[config.mk]
export PLATFORM = sky130hd
export DESIGN_NAME = palette_ram_fader
export DESIGN_NICKNAME = d
export VERILOG_FILES = /design/src/rtl/palette_ram_fader.sv
export SDC_FILE = /design/constraint.sdc
export NUM_CORES = 1
export LEC_CHECK = 0
export ABC_AREA = 1
export BUFFER_PORTS_ARGS = -buffer_cell sky130_fd_sc_hd__buf_4
export CAP_MARGIN = 10
export CORE_UTILIZATION = 55
export CTS_BUF_LIST = sky130_fd_sc_hd__clkbuf_2 sky130_fd_sc_hd__clkbuf_4 sky130_fd_sc_hd__clkbuf_8
export CTS_CLUSTER_DIAMETER = 50
export DETAILED_ROUTE_END_ITERATION = 6
export PLACE_DENSITY = 0.68
export SYNTH_ARGS = -nofsm -noshare
export SYNTH_HDL_FRONTEND = slang
export SYNTH_SLANG_ARGS = --single-unit
[constraint.sdc]
create_clock -name clk -period 3.8 [get_ports clk]
set_clock_uncertainty 0.05 [all_clocks]
set_input_delay 0.38 -clock clk [delete_from_list [all_inputs] [get_ports clk]]
set_output_delay 0.38 -clock clk [all_outputs]
set_load 0.02 [all_outputs]
[src/rtl/palette_ram_fader.sv]
// Banked palette lookup with a 2-stage pipeline and a timed global brightness fade.
// Optional `PALETTE_TRANSPARENCY_EN adds a `transparent` output flagging index 0.
module palette_ram_fader #(
  parameter int unsigned NUM_ENTRIES = 32,
  parameter int unsigned NUM_BANKS   = 2,
  parameter int unsigned CH_W        = 4,
  parameter int unsigned FADE_DIV    = 262144,
  localparam int unsigned IDX_W      = $clog2(NUM_ENTRIES),
  localparam int unsigned BANK_W     = (NUM_BANKS > 1) ? $clog2(NUM_BANKS) : 1
) (
  input  logic              clk,
  input  logic              reset,
  input  logic              pix_valid,
  input  logic [BANK_W-1:0] pix_bank,
  input  logic [IDX_W-1:0]  pix_index,
  input  logic              wr_en,
  input  logic [BANK_W-1:0] wr_bank,
  input  logic [IDX_W-1:0]  wr_addr,
  input  logic [3*CH_W-1:0] wr_data,
  input  logic              fade_start,
  input  logic              fade_dir,
  output logic [CH_W-1:0]   red,
  output logic [CH_W-1:0]   green,
  output logic [CH_W-1:0]   blue,
  output logic              out_valid,
  output logic              fade_busy,
  output logic              fade_done
`ifdef PALETTE_TRANSPARENCY_EN
  ,
  output logic              transparent
`endif
);

  localparam int unsigned COL_W = 3 * CH_W;
  localparam int unsigned DIV_W = (FADE_DIV > 1) ? $clog2(FADE_DIV) : 1;
  localparam logic [4:0]  FULL  = 5'd16;

  typedef enum logic {IDLE, STEP} fade_state_t;

  logic [COL_W-1:0] mem [NUM_BANKS][NUM_ENTRIES];
  logic [COL_W-1:0] rd_color;
  logic             rd_valid;
  logic             pix_hit;
  logic             wr_hit;

  fade_state_t      state;
  logic [4:0]       level;
  logic [4:0]       target;
  logic [4:0]       next_level;
  logic [DIV_W-1:0] div;
  logic             fade_in;

  function automatic logic [CH_W-1:0] scale(input logic [CH_W-1:0] ch, input logic [4:0] lvl);
    logic [CH_W+4:0] prod;
    prod = (CH_W+5)'(ch) * (CH_W+5)'(lvl);
    return CH_W'(prod >> 4);
  endfunction

  always_comb begin
    pix_hit = (32'(pix_bank) < NUM_BANKS) && (32'(pix_index) < NUM_ENTRIES);
    wr_hit  = wr_en && (32'(wr_bank) < NUM_BANKS) && (32'(wr_addr) < NUM_ENTRIES);
  end

  // Read and write share one block so a same-cycle lookup sees the pre-write data.
  always_ff @(posedge clk) begin
    if (wr_hit)
      mem[wr_bank][wr_addr] <= wr_data;
    if (pix_valid)
      rd_color <= pix_hit ? mem[pix_bank][pix_index] : '0;
  end

  always_ff @(posedge clk) begin
    if (reset)
      rd_valid <= 1'b0;
    else
      rd_valid <= pix_valid;
  end

  always_ff @(posedge clk) begin
    if (reset) begin
      red       <= '0;
      green     <= '0;
      blue      <= '0;
      out_valid <= 1'b0;
    end else begin
      out_valid <= rd_valid;
      if (rd_valid) begin
        red   <= scale(rd_color[3*CH_W-1:2*CH_W], level);
        green <= scale(rd_color[2*CH_W-1:CH_W], level);
        blue  <= scale(rd_color[CH_W-1:0], level);
      end
    end
  end

`ifdef PALETTE_TRANSPARENCY_EN
  logic idx_zero;

  always_ff @(posedge clk) begin
    if (pix_valid)
      idx_zero <= (pix_index == '0);
  end

  always_ff @(posedge clk) begin
    if (reset)
      transparent <= 1'b0;
    else
      transparent <= rd_valid && idx_zero;
  end
`endif

  always_comb begin
    target     = fade_in ? FULL : 5'd0;
    next_level = fade_in ? level + 5'd1 : level - 5'd1;
  end

  always_ff @(posedge clk) begin
    if (reset) begin
      state     <= IDLE;
      level     <= FULL;
      div       <= '0;
      fade_in   <= 1'b0;
      fade_busy <= 1'b0;
      fade_done <= 1'b0;
    end else begin
      fade_done <= 1'b0;
      unique case (state)
        IDLE: begin
          if (fade_start) begin
            fade_in   <= fade_dir;
            div       <= '0;
            fade_busy <= 1'b1;
            state     <= STEP;
          end
        end
        STEP: begin
          // Only reachable on the first STEP cycle: stepping exits on reaching target.
          if (level == target) begin
            fade_done <= 1'b1;
            fade_busy <= 1'b0;
            state     <= IDLE;
          end else if (div == DIV_W'(FADE_DIV - 1)) begin
            div   <= '0;
            level <= next_level;
            if (next_level == target) begin
              fade_done <= 1'b1;
              fade_busy <= 1'b0;
              state     <= IDLE;
            end
          end else begin
            div <= div + 1'b1;
          end
        end
      endcase
    end
  end

endmodule

==> results.sh, run 1 <==
export IMPL_synth_area_top_cells="edfxtp_1, nand2_1, nand3_1"
export IMPL_crit_top_cell="nand2_1"
export IMPL_period_minus_slack_ns=3.12
export IMPL_viasPerCell=5.65
export IMPL_cts_made_buffers=135
export IMPL_dpl_cell_count=4031
export IMPL_nNetsFinal=3406
export IMPL_cts_tree="done"
export IMPL_critical_path_endpoint_type="register"
export IMPL_clock_power_share_pct=39.4
export IMPL_synth_top_area_share_pct=65.9
export IMPL_crit_fanout=15
export IMPL_first_pass_iters=6
export IMPL_synth_xor_area_share_pct=0.468
export IMPL_die_h_um=256
export IMPL_drt_initial_drc_count=2547
export IMPL_final_common_cell="nand2_1"
export IMPL_wire_per_inst_um=20.2
export IMPL_path_class="register to register"
export IMPL_first_global_vias=23600
export IMPL_p_per_area_mw_per_mm2=475
export IMPL_cts_setup_buffers=0
export IMPL_cts_buffer_depth=3
export IMPL_crit_required_ns=4.41
export IMPL_antenna_found_initial=2
export IMPL_ir_worst_vdd_mv=0.337
export IMPL_cp_start_kind="register"
export IMPL_yosys_area_share_simple_pct=23.9
export IMPL_crit_chain="nand2_1, fa_1, fa_1, inv_1, ha_1, nand2_1, nor2_1, nand4_1, nand3_1, nand2_1, o21ai_0, inv_1"
export IMPL_cts_clk_slew_worst_paths_ns=0.05
export IMPL_hold_slack_ns=0.0927
export IMPL_drv_cap=0
export IMPL_dpl_hpwl_um=49600
export IMPL_final_cell_mix="nand2_1, edfxtp_1, nand3_1"
export IMPL_internal_power_mw=14.3
export IMPL_ctsResizeCount=0
export IMPL_postRouteAntennaNets=0
export IMPL_grt_start_max_net_pins=192
export IMPL_p_comb_share_pct=6.8
export IMPL_grt_pass1_wl_um=134000
export IMPL_muxShareOfSynthArea_pct=0
export IMPL_min_path_type="primary input to register"
export IMPL_syn_inst=3240
export IMPL_cts_max_level=4
export IMPL_period_share_pct=82.1
export IMPL_hold_buffers=6
export IMPL_synth_net_count=3318
export IMPL_vias=24100
export IMPL_rsz0062_at_grt="no"
export IMPL_die_area_mm2=0.0657
export IMPL_core_mm2=0.0634
export IMPL_root_buffer="clkbuf_8"
export IMPL_tightestPinTransition_ns=1.20
export IMPL_status="finished clean"
export IMPL_grt_overflow=0
export IMPL_p_leak_nw=14.9
export IMPL_gp_congestion=0.856
export IMPL_track_usage_pct=26.7
export IMPL_drt_wl_total_um=86400
export IMPL_power_switching_mw=4.37
export IMPL_synth_cell_types=33
export IMPL_synthAdderAreaFrac_pct=2.03
export IMPL_stdcell_count=4269
export IMPL_fmax_mhz=321
export IMPL_start_util_pct=56.1
export IMPL_fin_util_pct=61.9
export IMPL_io_buffers=44
export IMPL_finalSetupTns_ns=0
export IMPL_syn_area_mm2=0.0356
export IMPL_syn_area_per_cell_um2=11.0
export IMPL_ys_warn_count=0
export IMPL_drive_above_1_share_pct=11.2
export IMPL_ys_ff_latch=821
export IMPL_arrival_ns=3.73
export IMPL_synth_top_family_by_area="simple AND/OR/NAND/NOR gates"
export IMPL_synth_largest_area_cell="edfxtp_1"
export IMPL_finalHoldViolCount=0
export IMPL_synth_compound_area_share_pct=0.838
export IMPL_io_pins=45
export IMPL_p_sw_share_pct=23.4
export IMPL_relSlewSlack_pct=20.0
export IMPL_core_rowCount=92
export IMPL_cpMaxStageDelayCell="dfxtp_1"
export IMPL_syn2layout_area_growth_pct=10.4
export IMPL_synth_seq_area_share_pct=68.2
export IMPL_clock_sinks=821
export IMPL_final_max_slew_violation_count=0
export IMPL_worst_path_largest_cell_delay_ns=0.69
export IMPL_clkLatencyLatePin_ns=0.79
export IMPL_die_w_um=256
export IMPL_setup_viol=0
export IMPL_drc=0
export IMPL_seq_power_share_pct=53.8
## final timing paths
check,from,to,slack (ns),cells past startpoint
worst max-delay path,level[2],blue[3],0.68,12
worst min-delay path,fade_start,fade_busy,0.09,5
worst max register to register,level[2],blue[3],0.68,12
worst min register to register,state,fade_done,0.45,2
## power groups by stage
stage / clock network, mW / logic (mW) / registers [mW]
after floorplan: 0 / 0.756 / 10.2
after global placement: 0 / 1.22 / 10.2
after CTS: 7.48 / 1.25 / 10.0
after detailed placement: 0 / 1.24 / 10.2
after global routing: 7.84 / 1.38 / 10.0
final: 7.35 / 1.26 / 10.0
## cells by family (layout without fill, tap and decap cells)
logic type                 after synthesis  in the layout
xor gates and xnor gates                19             19
other                                    0              2
adders and majority gates               48             48
buffers and inverters                  307            488
and+or+nand+nor                       1990           1990
AOI/OAI and AO/OA                       55             55
DFF                                    821            821
## layout make-up
| class | count | area, µm² |
|---|---|---|
| Antenna cell | 2 | 5.00 |
| Clock buffer | 192 | 2310 |
| Clock inverter | 38 | 219 |
| Fill cell | 5084 | 24200 |
| Inverter | 119 | 467 |
| Multi-Input combinational cell | 2112 | 9750 |
| Sequential cell | 821 | 24200 |
| Tap cell | 846 | 1060 |
| Timing Repair Buffer | 139 | 1180 |
## flip-flops by register name (all words and copies together) (netlist names), 4 cells and up
name,flops
div,18
mem,768
rd_color,12
level,5
blue,4
red,4
green,4
## Yosys cell counts
cell type / number
a21oi_1: 36
o21ai_0: 12
nand3_2: 3
o21a_1: 4
xor2_1: 14
nand2_2: 6
nand3_1: 678
dfxtp_1: 41
nand2_1: 1146
nor2_4: 2
xnor2_1: 5
inv_2: 3
nand4_1: 6
buf_6: 40
nand4_2: 1
edfxtp_1: 780
o211ai_2: 1
nor3_1: 51
buf_4: 14
buf_1: 13
ha_1: 32
nor2_8: 1
inv_1: 114
fa_1: 16
buf_2: 90
inv_6: 1
buf_8: 1
nand2_4: 1
clkbuf_1: 30
nor2_1: 92
inv_4: 1
a21o_1: 2
nor2_2: 3
## per-layer routing
layer | part of all wire, % | global-route usage (%) | wire length (µm)
met4 | 2.9 | 10.5 | 2480
met3 | 7.5 | 4.76 | 6510
met1 | 44 | 37.9 | 37700
met5 | 0 | 0 | 0
met2 | 46 | 41.0 | 39700
## metrics by stage
step,power [mW],instance area (µm²),setup WS (ns)
floorplan,11.0,35600,1.00
global placement,11.4,36600,0.728
detailed placement,11.5,36600,0.695
CTS,18.8,39200,0.646
global route,19.2,39200,0.430
finish,18.7,39200,0.680
## worst max-delay path: cells and delay by family, from the launching register on
family / cells / cell delay, ns
AND/OR/NAND/NOR: 6 / 0.68
adder cells (fa/ha/maj): 3 / 1.35
AO/OA/AOI/OAI: 1 / 0.16
buffers and inverters: 2 / 0.09
flip-flops: 1 / 0.69
No activity file was read; power rests on OpenSTA's default activity.
==> run 2: changes to the inputs <==
Clock period 3.8 ns to 3.2 ns, I/O delays scaled along.
==> results.sh, run 2 (synthesis results as in run 1) <==
export IMPL_status="complete, but fails checks"
export IMPL_failed_checks="DRC"
export IMPL_crit_chain="nand2_1, fa_1, fa_1, inv_1, ha_1, nand2_1, nor2_1, nand4_1, nand3_1, nand2_1, o21ai_0, inv_1"
export IMPL_fmax_mhz=341
export IMPL_die_area_mm2=0.0657
export IMPL_wire_per_inst_um=20.2
export IMPL_finalSetupTns_ns=0
export IMPL_setup_viol=0
export IMPL_die_h_um=256
export IMPL_critical_path_endpoint_type="register"
export IMPL_fin_util_pct=62.6
export IMPL_track_usage_pct=26.6
export IMPL_postRouteAntennaNets=0
export IMPL_path_class="register to register"
export IMPL_io_pins=45
export IMPL_cp_start_kind="register"
export IMPL_root_buffer="clkbuf_8"
export IMPL_final_common_cell="nand2_1"
export IMPL_crit_top_cell="nand2_1"
export IMPL_grt_overflow=0
export IMPL_cts_tree="done"
export IMPL_min_path_type="primary input to register"
export IMPL_viasPerCell=5.63
export IMPL_syn2layout_area_growth_pct=11.6
export IMPL_final_max_slew_violation_count=0
export IMPL_nNetsFinal=3424
export IMPL_period_minus_slack_ns=2.94
export IMPL_rsz0062_at_grt="no"
export IMPL_fill_cells=4917
export IMPL_cts_max_level=4
export IMPL_grt_start_max_net_pins=181
export IMPL_tightestPinTransition_ns=0.965
export IMPL_period_share_pct=91.8
export IMPL_drive_above_1_share_pct=11.8
export IMPL_drc=13
export IMPL_p_per_area_mw_per_mm2=577
export IMPL_cts_made_buffers=137
export IMPL_finalHoldViolCount=0
export IMPL_crit_required_ns=3.83
export IMPL_grt_pass1_wl_um=133000
export IMPL_start_util_pct=56.1
export IMPL_gp_congestion=0.894
export IMPL_drt_wl_total_um=86800
export IMPL_antenna_found_initial=2
export IMPL_cts_buffer_depth=3
export IMPL_drt_initial_drc_count=2375
export IMPL_arrival_ns=3.56
export IMPL_reg_top3="mem x768, div x18, rd_color x12"
export IMPL_vias=24200
export IMPL_relSlewSlack_pct=35.6
export IMPL_final_cell_mix="nand2_1, edfxtp_1, nand3_1"
export IMPL_clock_sinks=821
export IMPL_first_pass_iters=7
export IMPL_dpl_hpwl_um=48900
export IMPL_cpMaxStageDelayCell="dfxtp_1"
export IMPL_largest_reg_flops=768
export IMPL_io_buffers=44
export IMPL_worst_path_largest_cell_delay_ns=0.56
export IMPL_crit_fanout=11
export IMPL_cts_setup_buffers=0
export IMPL_ff_latch_area_mm2=0.0242
export IMPL_place_area_mm2=0.0368
export IMPL_clkLatencyLatePin_ns=0.81
export IMPL_die_w_um=256
export IMPL_p_total_mw=22.9
export IMPL_ir_worst_vdd_mv=0.517
export IMPL_multi_input_area_mm2=0.00975
export IMPL_cts_clk_slew_worst_paths_ns=0.06
export IMPL_p_leak_nw=15.2
export IMPL_drv_cap=0
export IMPL_core_mm2=0.0634
export IMPL_finalInstanceArea_mm2=0.0397
export IMPL_top_register="mem"
export IMPL_first_global_vias=23300
export IMPL_core_rowCount=92
run 2: worst paths after layout:
kind	start	end	slack, ns	cells after the start
min reg2reg	state	fade_done	0.44	2
max reg2reg	level[2]	blue[3]	0.26	12
min	wr_data[11]	mem[1][323]	0.08	1
max	level[2]	blue[3]	0.26	12
run 2: repair_timing:
item | in CTS | in global routing
gates resized for setup | 0 | 1
endpoints found under the setup margin | 0 | 1
hold buffers | 8 | 0
hold endpoints to repair | 58 | 0
run 2: cell type report:
| type | instances | share of cell area (%) |
|---|---|---|
| Multi-Input combinational cell | 2112 | 24.6 |
| Tap cell | 846 | 2.67 |
| Antenna cell | 2 | 0.0126 |
| Inverter | 119 | 1.18 |
| Sequential cell | 821 | 61.1 |
| Timing Repair Buffer | 155 | 3.48 |
| Clock buffer | 192 | 5.85 |
| Clock inverter | 49 | 1.14 |
run 2: report_power, final:
group          switching (mW)  internal, mW
combinational            1.12         0.397
clock                    4.17          5.28
sequential             0.0468          11.9
run 2: metrics by stage:
stage / cells / hold WS [ns] / setup slack, ns
after CTS: 4294 / 0.0261 / 0.184
after floorplan: 3240 / 0.369 / 0.401
after global routing: 4296 / 0.0705 / 0.0813
after global placement: 4045 / 0.420 / 0.188
final: 4296 / 0.0753 / 0.263
after detailed placement: 4045 / 0.425 / 0.192
run 2: per-layer routing:
| layer | global-route usage (%) | vias to the layer above | routed length, µm |
|---|---|---|---|
| li1 | - | 11400 | - |
| met1 | 37.0 | 11600 | 37100 |
| met2 | 41.4 | 1015 | 40600 |
| met3 | 5.32 | 142 | 6800 |
| met4 | 10.1 | 0 | 2270 |
| met5 | 0 | - | 0 |
run 2: worst max-delay path: cells and delay by family, from the launching register on:
kind / cells / cell delay [ns]
simple gates: 6 / 0.63
fa+ha+maj: 3 / 1.34
buf+inv: 2 / 0.09
flops: 1 / 0.56
compound gates: 1 / 0.16
